$ cat config.mk
export PLATFORM = sky130hd
export DESIGN_NAME = seg7_hex_scanner
export DESIGN_NICKNAME = d
export VERILOG_FILES = /design/src/rtl/seg7_hex_scanner.sv
export SDC_FILE = /design/constraint.sdc
export NUM_CORES = 1
export LEC_CHECK = 0
export CORE_AREA = 3 3 87 89
export DETAILED_ROUTE_END_ITERATION = 10
export DIE_AREA = 0 0 90 92
export PLACE_DENSITY_LB_ADDON = 0.08
export SLEW_MARGIN = 5
export SYNTH_ARGS = -nofsm -noshare
export SYNTH_HDL_FRONTEND = slang
export SYNTH_SLANG_ARGS = --single-unit
$ cat constraint.sdc
create_clock -name clk -period 2.9 [get_ports clk]
set_input_delay 0.29 -clock clk [delete_from_list [all_inputs] [get_ports clk]]
set_output_delay 0.29 -clock clk [all_outputs]
set_load 0.01 [all_outputs]
$ cat src/rtl/seg7_hex_scanner.sv
`timescale 1ns/1ps
// seg7_hex_scanner
//
// Drives an eight-digit common-anode seven-segment display by time
// multiplexing. A 32-bit value is latched on a chip-select strobe and shown as
// eight hex digits. Digit 0 is the rightmost. A prescaler sets how long each
// digit is lit, and optional leading-zero blanking turns off the unused
// high-order digits.
//
// Ports
//   clk        in   system clock, rising edge
//   reset      in   synchronous, active-high reset
//   cs         in   load strobe; i_data is captured on any edge where it is high
//   i_data     in   [31:0] value to display; nibble i is shown on digit i
//   lz_blank   in   blank leading-zero digits (digit 0 is never blanked)
//   o_seg      out  [7:0] active-low segments {dp,g,f,e,d,c,b,a}; dp always off
//   o_sel      out  [7:0] active-low digit enables; bit i enables digit i
//   frame_tick out  one-cycle pulse on the edge where the scan wraps 7 -> 0

module seg7_hex_scanner #(
    parameter int unsigned SCAN_DIV = 50000
) (
    input  logic        clk,
    input  logic        reset,
    input  logic        cs,
    input  logic [31:0] i_data,
    input  logic        lz_blank,
    output logic [7:0]  o_seg,
    output logic [7:0]  o_sel,
    output logic        frame_tick
);

    localparam logic [19:0] DIV_LAST = 20'(SCAN_DIV - 1);

    logic [31:0] data_q,  data_d;
    logic [19:0] presc_q, presc_d;
    logic [2:0]  idx_q,   idx_d;
    logic [7:0]  seg_q,   seg_d;
    logic [7:0]  sel_q,   sel_d;
    logic        ftick_q, ftick_d;

    logic        scan_tick;
    logic [3:0]  nibble;
    logic [2:0]  msd;
    logic        blank;

    function automatic logic [7:0] hex_to_seg(input logic [3:0] h);
        logic [7:0] s;
        case (h)
            4'h0:    s = 8'hC0;
            4'h1:    s = 8'hF9;
            4'h2:    s = 8'hA4;
            4'h3:    s = 8'hB0;
            4'h4:    s = 8'h99;
            4'h5:    s = 8'h92;
            4'h6:    s = 8'h82;
            4'h7:    s = 8'hF8;
            4'h8:    s = 8'h80;
            4'h9:    s = 8'h90;
            4'hA:    s = 8'h88;
            4'hB:    s = 8'h83;
            4'hC:    s = 8'hC6;
            4'hD:    s = 8'hA1;
            4'hE:    s = 8'h86;
            default: s = 8'h8E;
        endcase
        return s;
    endfunction

    always_comb begin
        scan_tick = (presc_q == DIV_LAST);

        data_d  = cs ? i_data : data_q;
        presc_d = scan_tick ? 20'd0 : presc_q + 20'd1;
        idx_d   = scan_tick ? idx_q + 3'd1 : idx_q;
        ftick_d = scan_tick && (idx_q == 3'd7);

        // Highest nonzero nibble; stays 0 for an all-zero value so digit 0 always shows.
        msd = 3'd0;
        for (int i = 1; i < 8; i++) begin
            if (data_q[4*i +: 4] != 4'h0) begin
                msd = 3'(i);
            end
        end

        // The output register is loaded from the pre-edge data and index,
        // which gives one cycle of latency from a load or index change to the pins.
        nibble = data_q[{idx_q, 2'b00} +: 4];
        blank  = lz_blank && (idx_q > msd);

        if (blank) begin
            seg_d = 8'hFF;
            sel_d = 8'hFF;
        end else begin
            seg_d = hex_to_seg(nibble);
            sel_d = ~(8'b1 << idx_q);
        end
    end

    always_ff @(posedge clk) begin
        if (reset) begin
            data_q  <= 32'd0;
            presc_q <= 20'd0;
            idx_q   <= 3'd0;
            seg_q   <= 8'hFF;
            sel_q   <= 8'hFF;
            ftick_q <= 1'b0;
        end else begin
            data_q  <= data_d;
            presc_q <= presc_d;
            idx_q   <= idx_d;
            seg_q   <= seg_d;
            sel_q   <= sel_d;
            ftick_q <= ftick_d;
        end
    end

    assign o_seg      = seg_q;
    assign o_sel      = sel_q;
    assign frame_tick = ftick_q;

endmodule

# == Word-level counts from Yosys, hierarchy flattened ==
# Memories as Yosys holds them, arrays and structs flattened. A register that Yosys moved wholly into a read port is not among the register bits.
# Cells that the tools add are included.
# word_totals
n_memories,1
ff_bits,72
elab_cells,33
mem_bits_ro,112
inputBits,36
# memory_table
memory,words,word_bits,rd,rd_clocked_by_memory_dff,write_ports,line_no,source
(no name shown),16,7,1,1,0,49,case (h)
# op_classes
muxes,7
reduce_logical,11
eq_ne,2
addsub,2
order_cmp,1
bitwise,1
n_shift,2
# ops
op,count
variable part select 32 x 6 -> 4 bit,1
nonzero test 4 bit,7
adder 20 x 1 -> 20 bit (second input constant),1
equality test 20 x 16 -> 1 bit (second input constant),1
2-to-1 mux 3 bit,6
inverter 8 bit,1
<< shifter 1 x 3 -> 8 bit (first input constant),1
OR reduction 2 bit,2
adder 3 x 1 -> 3 bit (second input constant),1
equality test 3 bit (second input constant),1
> comparator 3 bit,1
logical AND 1 bit,2
2-to-1 mux 1 bit,1

# == Logic depth before layout (Yosys ltp) ==
# logic_depth
ltp_word,11
depth_mapped,10
mapped_depth_nobuf,10

# == Worst setup path before layout ==
# No wires, ideal clock.
# synth_path
path_kind,reg-to-reg
start,reg idx_q[2]
end,"reg seg_q[0], in the netlist o_seg[0]"
setup_time_ns,0.114
slack_ns,0.551
period_less_slack_ns,2.349
required_time_ns,2.786
path_stages_with_launch,9
path_buffers,1
arrival_ns,2.235
cell_sequence,dfxtp_1 -> clkbuf_1 -> mux4_2 -> mux2i_1 -> inv_1 -> ha_1 -> a211o_1 -> o31a_1 -> a21o_1
# synth_between
elab_chain_len,3
# synth_lines
item,line_no,source
"start, declared",37,"logic [2:0] idx_q, idx_d;"
"start signal, assigned",111,idx_q <= idx_d;
"parallel branches: the longest is 3 deep, another holds variable part select 32 x 6 -> 4 bit",--,
"end, declared",38,"logic [7:0] seg_q, seg_d;"
# Several ways; the timed one is not identified.
# A chain may end at the register's enable or synchronous reset.

# == Worst setup path in the final report ==
# layout_path
start,reg idx_q[0]
end,"reg seg_q[0], in the netlist o_seg[0]"
# The elaborated chain is that of the path after synthesis.

==> results.md <==
* Status: complete, no violations
* Hold_buf cts at 0
* Hold Fails Final Rpt at 0
* Final setup fails at 0
* Depth of the most critical reg-to-reg path at 9
* Setup WS pre-CTS at 0.426 ns
* Largest area contributor in the synthesized netlist: dfxtp_1
* Maximum capacitance violations at 0
* Worst stage delay on the critical path at 0.43 ns
* Slew margin rel. at 39.3%
* DPL Wire Length at 5120 um
* Leak pwr at 0.00166 uW
* Hold Crit Depth at 1
* Multi-input combinational cell area at 1760 um^2
* Antenna-violating nets left at 0
* CTS Root Cell: clkbuf_8
* Vias in the first global route at 2468
* H-Tree Depth at 3
* DRC errors left at 0
* Slowest CP cell: dfxtp_1
* Worst Hold Class: reg -> reg
* Total die area at 8280 um^2
* Cell Count Post-Placement at 479
* Clock Skew at 0.00747 ns
* Post-synthesis cell type count at 48
* Fin cells at 495
* Worst R2R End: o_seg[0]$_SDFF_PP1_
* CTS Buf Count at 9
* CTS clock-pin slew for the worst setup and hold paths at 0.08 ns
* Top FF cell, synth: dfxtp_1
* Mean routed wirelength per cell at 14.0 um
* Layout cells sized above 1 at 8.27%
* Pre-antenna DRT Iters at 4
* R2R Path Start: idx_q[0]$_SDFFE_PP0P_
* Synth top area share at 43.1%
* Pwr Density at 521 nW/um^2
* Area grow syn2layout at 24.6%
* Critical-path cell list: buf_4, mux2_2, o22ai_1, a221o_1, inv_1, ha_1, a211o_1, o31a_1, a21o_1
* Yosys reg bits at 71
* Port Buffer Count at 51
* Hold Crit Start: presc_q[0]$_SDFF_PP0_
* Vias/cell at 5.12
* Total Neg Setup Slack at 0 ns
* Fmax at 407 MHz
* Worst setup margin at 0.440 ns
* Worst vdd ir at 0.264 mV
* Fraction of registers with async set/reset at 0%
* GPL Wtd Cong at 0.797
* Total GRT Usage at 17.8%
* WP data required at 3.14 ns
* IO Count at 53
* Most common cell after layout, fill and taps aside: dfxtp_1
* Sequential fraction of the synthesis area at 43.1%
* Reg area at 1420 um^2
* RSZ-0062 raised after global routing: no
* Min-Delay Endpoint: presc_q[0]$_SDFF_PP0_
* Fillers at 612
* Initial Utilization at 48.2%
* Initial antenna violation count at 0
* Die X at 90 um
* Critical path startpoint category: register
* ANT cells at 0
* Total power at 2140 uW
* Post CTS Setup Buffer Count at 0
* Core area at 6830 um^2
* Fin. max-slew vios at 0
* Syn Inst Count at 341
* Core Rows at 30
* Setup slack, reg-to-reg at 0.44 ns
* Layout Nets at 446
* Arrival time at the worst endpoint at 2.70 ns
* Clock Tree Buf Depth at 2
* Post-Syn Area at 3300 um^2
* Number of flops mapped to enable cells by yosys at 0
* First-pass GRT wire length at 12000 um
* Total Routed Length at 6940 um
* GRT Residual Overflow at 0
* Clk_lat worst skew at 0.34 ns
* Setup CP Type: reg -> reg
* CP Max Fanout at 10
* Hold slack final at 0.465 ns
* Pin count of the biggest net entering global routing at 36
* Avg Inst Size Synth at 9.66 um^2
* Drt first-iter violations at 94
* Min Clock Period, post-route at 2.46 ns
* Post-Syn Nets at 393
* Most frequent cells in the layout: 71 x dfxtp_1, 69 x nor2_1, 50 x clkdlybuf4s50_1
* Clock Sinks at 71
* Post_cts resized at 0
* Final Cycle Share at 84.8%
* Yosys warnings at 0
* Vias at 2536
* Synth area leaders: dfxtp_1 43%, mux2i_1 12%, nor2_1 7.9%
* Die Y at 92 um
* Slew @ Worst Pin at 0.911 ns
* CP Capture Type: register
* CTS tree: yes
==> critical path, delay by kind of cell, from the launching register on <==
family	cells	cell delay, ns
AOI/OAI and AO/OA	5	0.93
DFF	1	0.43
buffers and inverters	2	0.39
muxes	1	0.36
adders and majority gates	1	0.27
==> power breakdown <==
part / leakage (uW) / internal [uW] / total, uW / switching, uW
Combinational: 0.000969 / 129 / 234 / 105
Sequential: 0.000582 / 1010 / 1040 / 28.8
Clock: 0.000105 / 485 / 863 / 378
Total: 0.00166 / 1630 / 2140 / 512
==> cell type report <==
| class | count | share of cell area [%] |
|---|---|---|
| repair buffers | 56 | 13.2 |
| flip-flops and latches | 71 | 34.6 |
| well taps | 96 | 2.93 |
| multi-input cells | 245 | 42.8 |
| clock inverters | 7 | 2.38 |
| inverters | 11 | 1.07 |
| clock buffers | 9 | 3.02 |
==> registers in the layout (all words and copies together), names as in the netlist <==
register	flops
data_q	32
presc_q	20
frame_tick	1
idx_q	3
o_sel	8
o_seg	7
==> kinds of logic after synthesis <==
family,share of synthesized area [%]
AND/OR/NAND/NOR,17.5
buffers and inverters,3.57
multiplexers,17.2
flip-flops,43.1
adder cells (fa/ha/maj),6.07
XOR/XNOR,5.05
other,0.114
AO/OA/AOI/OAI,7.37
==> synthesized netlist by cell type (2+ instances only) <==
cell type	n
a2bb2oi_2	2
a31oi_1	3
nand4_1	4
dfxtp_1	71
nor4b_1	2
mux2_2	2
nand3_1	8
xor2_1	4
and3_1	4
and4_1	2
mux2i_1	41
a21oi_1	3
mux2_1	2
ha_1	16
nor2b_1	3
a221o_1	2
buf_1	5
a21o_1	2
nand2_1	19
nor4_1	9
buf_6	2
clkbuf_1	4
mux4_2	4
buf_2	2
xnor2_1	15
o221ai_1	2
nor3_1	5
o21ai_0	3
inv_1	10
a2bb2o_1	2
nor2_1	69
o21ai_1	3
==> worst max path at each step <==
stage	from	to
after floorplan	idx_q[2]$_SDFFE_PP0P_	o_seg[0]$_SDFF_PP1_
after global placement	idx_q[0]$_SDFFE_PP0P_	o_seg[0]$_SDFF_PP1_
after detailed placement	idx_q[0]$_SDFFE_PP0P_	o_seg[0]$_SDFF_PP1_
after CTS	idx_q[0]$_SDFFE_PP0P_	o_seg[0]$_SDFF_PP1_
after global routing	data_q[24]$_SDFFE_PP0P_	o_seg[6]$_SDFF_PP1_
final	idx_q[0]$_SDFFE_PP0P_	o_seg[0]$_SDFF_PP1_
==> per-stage QoR <==
step,util (%),instance area [um^2]
2_1_floorplan,-,3300
3_3_place_gp,56.9,3880
3_5_place_dp,56.9,3880
4_1_cts,60.1,4110
5_1_grt,60.1,4110
6_report,60.1,4110
==> layer usage <==
metal | up-vias | track usage (%) | wire length (um)
li1 | 1297 | - | -
met1 | 1175 | 23.7 | 3330
met2 | 55 | 28.4 | 3220
met3 | 9 | 4.02 | 297
met4 | 0 | 6.63 | 80
met5 | - | 0 | 0
No activity file was read; power rests on OpenSTA's default activity.
